--- config.mk ---
export PLATFORM = sky130hd
export DESIGN_NAME = ar_tx_sched
export DESIGN_NICKNAME = d
export VERILOG_FILES = /design/src/rtl/ar_tx_pkg.sv /design/src/rtl/ar_tx_sched_rr_pick.sv /design/src/rtl/ar_tx_sched.sv
export SDC_FILE = /design/constraint.sdc
export NUM_CORES = 1
export LEC_CHECK = 0
export CORE_MARGIN = 2
export CORE_UTILIZATION = 39
export CTS_CLUSTER_DIAMETER = 200
export CTS_CLUSTER_SIZE = 16
export DETAILED_ROUTE_END_ITERATION = 7
export HOLD_SLACK_MARGIN = 0.08
export PLACE_DENSITY = 0.86
export SYNTH_ARGS = -nofsm -noshare
export SYNTH_HDL_FRONTEND = slang
export SYNTH_SLANG_ARGS = --single-unit
export TNS_END_PERCENT = 50
--- constraint.sdc ---
create_clock -name clk -period 3.4 [get_ports clk]
set_input_delay 0.51 -clock clk [delete_from_list [all_inputs] [get_ports clk]]
set_output_delay 0.51 -clock clk [all_outputs]
set_load 0.01 [all_outputs]
--- src/rtl/ar_tx_pkg.sv ---
// ar_tx_pkg: shared state type and word field widths for the ARINC word scheduler
package ar_tx_pkg;
    localparam int ADR_W  = 8;
    localparam int DAT_W  = 23;
    localparam int NVEL_W = 2;
    typedef enum logic [2:0] {IDLE, START, WAIT_BUSY, WAIT_DONE, GAP} state_e;
endpackage

--- src/rtl/ar_tx_sched_rr_pick.sv ---
// rr_pick: combinational round-robin picker searching upward from last+1 with wrap
module rr_pick #(
    parameter int NREQ = 4,
    parameter int IW   = (NREQ > 1) ? $clog2(NREQ) : 1
) (
    input  logic [NREQ-1:0] req,
    input  logic [IW-1:0]   last,
    output logic [NREQ-1:0] gnt,
    output logic [IW-1:0]   idx,
    output logic            vld
);
    logic [IW-1:0] j;
    // walk candidates farthest-first so the nearest requester after last wins
    always_comb begin
        idx = '0;
        vld = 1'b0;
        j   = '0;
        for (int k = NREQ; k >= 1; k--) begin
            j = IW'((32'(last) + 32'(k)) % NREQ);
            if (req[j]) begin
                idx = j;
                vld = 1'b1;
            end
        end
        gnt = vld ? (NREQ'(1) << idx) : '0;
    end
endmodule

--- src/rtl/ar_tx_sched.sv ---
// ar_tx_sched: round-robin scheduler feeding word requests to one ARINC transmitter
module ar_tx_sched
    import ar_tx_pkg::*;
#(
    parameter int NREQ     = 4,
    parameter int GAP_BITS = 4,
    parameter int BUSY_TO  = 32,
    parameter int IW       = (NREQ > 1) ? $clog2(NREQ) : 1
) (
    input  logic               clk,
    input  logic               rst,
    input  logic [NREQ-1:0]    req,
    input  logic [8*NREQ-1:0]  req_adr,
    input  logic [23*NREQ-1:0] req_dat,
    input  logic [NVEL_W-1:0]  Nvel_cfg,
    input  logic               ce_tact,
    input  logic               en_tx,
    output logic               st,
    output logic [ADR_W-1:0]   ADR,
    output logic [DAT_W-1:0]   DAT,
    output logic [NVEL_W-1:0]  Nvel,
    output logic [NREQ-1:0]    ack,
    output logic               busy,
    output logic [IW-1:0]      cur_id,
    output logic               err
);
    localparam int TW = (BUSY_TO > 2) ? $clog2(BUSY_TO) : 1;
    localparam int GW = (GAP_BITS > 1) ? $clog2(GAP_BITS) : 1;

    state_e              state_q, state_d;
    logic                st_q, st_d;
    logic [NREQ-1:0]     ack_q, ack_d;
    logic [ADR_W-1:0]    adr_q, adr_d;
    logic [DAT_W-1:0]    dat_q, dat_d;
    logic [NVEL_W-1:0]   nvel_q, nvel_d;
    logic [IW-1:0]       cur_id_q, cur_id_d;
    logic                err_q, err_d;
    logic [TW-1:0]       to_cnt_q, to_cnt_d;
    logic [GW-1:0]       gap_cnt_q, gap_cnt_d;
    logic [NREQ-1:0]     gnt;
    logic [IW-1:0]       gidx;
    logic                gvld;

    rr_pick #(.NREQ(NREQ), .IW(IW)) u_pick (
        .req  (req),
        .last (cur_id_q),
        .gnt  (gnt),
        .idx  (gidx),
        .vld  (gvld)
    );

    // sequencing: grant in IDLE, pulse st, wait for the transmitter, then enforce the gap
    always_comb begin
        state_d  = state_q;
        st_d     = 1'b0;
        ack_d    = '0;
        adr_d    = adr_q;
        dat_d    = dat_q;
        nvel_d   = nvel_q;
        cur_id_d = cur_id_q;
        err_d    = err_q;
        case (state_q)
            IDLE: if (gvld) begin
                state_d  = START;
                st_d     = 1'b1;
                ack_d    = gnt;
                adr_d    = req_adr[ADR_W*gidx +: ADR_W];
                dat_d    = req_dat[DAT_W*gidx +: DAT_W];
                nvel_d   = Nvel_cfg;
                cur_id_d = gidx;
            end
            START:     state_d = WAIT_BUSY;
            WAIT_BUSY: if (en_tx) state_d = WAIT_DONE;
                       else if (to_cnt_q == TW'(BUSY_TO - 2)) begin
                           err_d   = 1'b1;
                           state_d = IDLE;
                       end
            WAIT_DONE: if (!en_tx) state_d = GAP;
            GAP:       if (ce_tact && gap_cnt_q == GW'(GAP_BITS - 1)) state_d = IDLE;
            default:   state_d = IDLE;
        endcase
        to_cnt_d  = (state_q == WAIT_BUSY && state_d == WAIT_BUSY) ? to_cnt_q + TW'(1) : '0;
        gap_cnt_d = (state_q == GAP && state_d == GAP) ? gap_cnt_q + GW'(ce_tact) : '0;
    end

    // register all state and outputs
    always_ff @(posedge clk) begin
        if (rst) begin
            state_q   <= IDLE;
            st_q      <= 1'b0;
            ack_q     <= '0;
            adr_q     <= '0;
            dat_q     <= '0;
            nvel_q    <= '0;
            cur_id_q  <= IW'(NREQ - 1);
            err_q     <= 1'b0;
            to_cnt_q  <= '0;
            gap_cnt_q <= '0;
        end else begin
            state_q   <= state_d;
            st_q      <= st_d;
            ack_q     <= ack_d;
            adr_q     <= adr_d;
            dat_q     <= dat_d;
            nvel_q    <= nvel_d;
            cur_id_q  <= cur_id_d;
            err_q     <= err_d;
            to_cnt_q  <= to_cnt_d;
            gap_cnt_q <= gap_cnt_d;
        end
    end

    assign st     = st_q;
    assign ack    = ack_q;
    assign ADR    = adr_q;
    assign DAT    = dat_q;
    assign Nvel   = nvel_q;
    assign cur_id = cur_id_q;
    assign err    = err_q;
    assign busy   = (state_q != IDLE);
endmodule

==> results.md <==
* Tcrit/Tclk final at 73.75%
* Num Clock Sinks at 51
* H-tree depth at 2
* Post-synth EDFFs at 0
* Vias in the first global route at 2,853
* Post-synthesis register bit count at 51
* Leakage power total at 1.622 nW
* Crit-path max FO at 19
* Synth cell types at 42
* Filler cell count in the final layout at 585
* Final hold vios at 0
* Synth top area cells: dfxtp_1 38%, mux2i_1 12%, a32oi_1 10%
* Setup violations, final at 0
* DRC viols at 0
* Class of the worst hold path: flip-flop to flip-flop
* Buffer levels on the longest clock path at 2
* Post-synth top area share at 37.71%
* Post-CTS Repair Setup Buffers at 0
* Delay-heaviest family, CP: simple AND/OR/NAND/NOR gates
* Post-Syn Area at 0.002708 mm²
* Fmax at 0.3988 GHz
* Worst path slowest cell: or4_4
* Rel. slew slack at 63.42%
* Crit path capture type: flip-flop
* Post-synth top area cell: dfxtp_1
* Die area at 0.007625 mm²
* I/O pin count at 176
* Fin Setup TNS at 0 ns
* Max-Cap Viols at 0
* CTS tree: yes
* Worst-skew pair later-pin latency at 0.31 ns
* First-pass GRT wire length at 13,730 µm
* Fin. max-slew vios at 0
* Post-synthesis average cell area at 9.846 µm²
* Synthesized net count at 412
* Initial core utilization at 40.07%
* Area Growth Syn to Fin at 67.65%
* Largest net degree at the start of global routing at 47
* PD cells at 454.4 mW/mm²
* Arrival @ worst endpoint at 2.73 ns
* Worst path cell trace: clkdlybuf4s50_1 > or4_4 > and3b_4 > nor2_4 > buf_4 > a32oi_1 > o211ai_1
* Iter 0 DRT Violations at 93
* Worst clock skew at 0.01099 ns
* Post-synth top cells: 51 x dfxtp_1, 36 x nand3_1, 32 x mux2i_1, 32 x o211ai_1, 31 x a32oi_1
* Via density at 5.606
* Share of cells above drive strength 1 at 6.136%
* Post-Route WL at 9009 µm
* Critical Path Start Type: primary input
* Final HPWL DP at 6848 µm
* Root Driver: clkbuf_8
* Initial antenna violation count at 0
* Post-cts repair resize count at 0
* ANT nets after route at 0
* Total GRT Usage at 22.66%
* Worst-margin pin slew at 0.5487 ns
* Max stage delay on crit path at 0.61 ns
* Antenna cells at 0
* Outcome: completed
* Worst path required time at 3.63 ns
* CORE AREA at 0.006756 mm²
* Setup repair after global routing missed its margin: no
* WP buf/inv at 2
* Placement Setup Slack at 0.5660 ns
* Via count at 2,915
* Mapped Cells at 275
* Ys Warns at 0
* Final min period at 2.507 ns
* Worst-path clk slew at 0.11 ns
* Nets at 576
* Peak supply drop at 0.2258 mV
* CTS Buf Count at 5
* FFs w/ async S/R, synth at 0%
* First-pass DRT Iterations at 4
* Hold-fix buffers at CTS at 0
* Setup ws final at 0.8926 ns
* Die Span X at 87.32 µm
* Port-buffer cells at 175
* Die H at 87.32 µm
* Dominant synthesized flop cell: dfxtp_1
* Count leader, synth: dfxtp_1
* Critical path class: primary input to flip-flop
* # rows at 30
* Sequential fraction of the synthesis area at 37.71%
* WL/cell at 17.33 µm
* GP Congestion at 0.8329
* Gr ovfl total at 0
==> final timing paths <==
path          startpoint           to  slack (ns)  depth (start not counted)
max               req[0]      DAT[19]        0.89                          7
min          to_cnt_q[0]  to_cnt_q[0]        0.47                          1
max reg2reg    cur_id[1]      DAT[19]        1.36                          6
min reg2reg  to_cnt_q[0]  to_cnt_q[0]        0.47                          1
==> worst reg2reg max path, stage by stage (launching register included) <==
cell      delay [ns]
dfxtp_1         0.41
nand2b_1        0.18
a21boi_0        0.37
o21a_1          0.52
buf_12          0.25
nand3_1         0.12
o211ai_1        0.11
==> layout by cell type, fill, tap and decap left out, drive strengths merged <==
cell type,netlist,final
dfxtp,51,51
or4,1,1
xor2,2,2
mux2i,32,32
ha,3,3
a211o,2,2
nor4,1,1
nand4,1,1
a21boi,2,2
o21ai,2,2
a32oi,31,31
clkinv,0,1
o211ai,32,32
a211oi,1,1
clkbuf,3,5
clkdlybuf4s50,0,175
a31oi,1,1
nor3b,2,2
inv,3,4
bufinv,0,1
nand4b,1,1
a21oi,4,4
buf,23,8
nand2,8,8
nor2,17,17
nand2b,3,3
o22a,1,1
nand3,37,37
xnor2,2,2
nor3,4,4
or2,1,1
or3,2,2
and3b,1,1
o21a,1,1
==> metrics by stage <==
step	cells	power (mW)	instance area, µm²	hold WS, ns	utilization (%)
floorplan	275	1.216	2708	0.4297	-
global placement	512	1.614	4423	0.4446	65.46
detailed placement	512	1.634	4423	0.4502	65.46
CTS	520	2.074	4539	0.4761	67.19
global route	520	2.166	4539	0.5176	67.19
finish	520	2.063	4539	0.4721	67.19
==> final cells by class <==
type | count | area (µm²) | area share (%)
timing repair buffer | 183 | 1824 | 40.19
multi-input combinational | 195 | 1466 | 32.30
sequential | 51 | 1021 | 22.49
tap | 80 | 100.1 | 2.205
clock buffer | 5 | 68.82 | 1.516
clock inverter | 3 | 47.55 | 1.047
inverter | 3 | 11.26 | 0.2481
==> cell families (layout without fill, tap and decap cells) <==
group,count (synthesis),count (layout),share of synthesized area (%)
AND/OR/NAND/NOR,79,79,16.73
AO/OA/AOI/OAI,77,77,22.64
flip-flops,51,51,37.71
multiplexers,32,32,11.83
buffers and inverters,29,194,8.410
XOR/XNOR,4,4,1.294
adder cells (fa/ha/maj),3,3,1.386
==> registers in the layout (all words and copies together), names as in the netlist <==
| signal | cells |
|---|---|
| st | 1 |
| DAT | 23 |
| ADR | 8 |
| cur_id | 2 |
| state_q | 3 |
| err | 1 |
| gap_cnt_q | 2 |
| to_cnt_q | 5 |
| Nvel | 2 |
| ack | 4 |
==> metal layers <==
layer	part of all wire, %	up-vias	GRT usage (%)
li1	-	1402	-
met1	39	1357	26.81
met2	51	140	39.94
met3	8.2	16	6.445
met4	1.7	0	6.014
met5	0	-	0
==> report_power, final <==
part | total, mW | switching (mW) | internal, mW
combinational | 0.845 | 0.373 | 0.472
sequential | 0.777 | 0.0736 | 0.704
clock | 0.441 | 0.217 | 0.223
(Power assumes the default switching activity.)
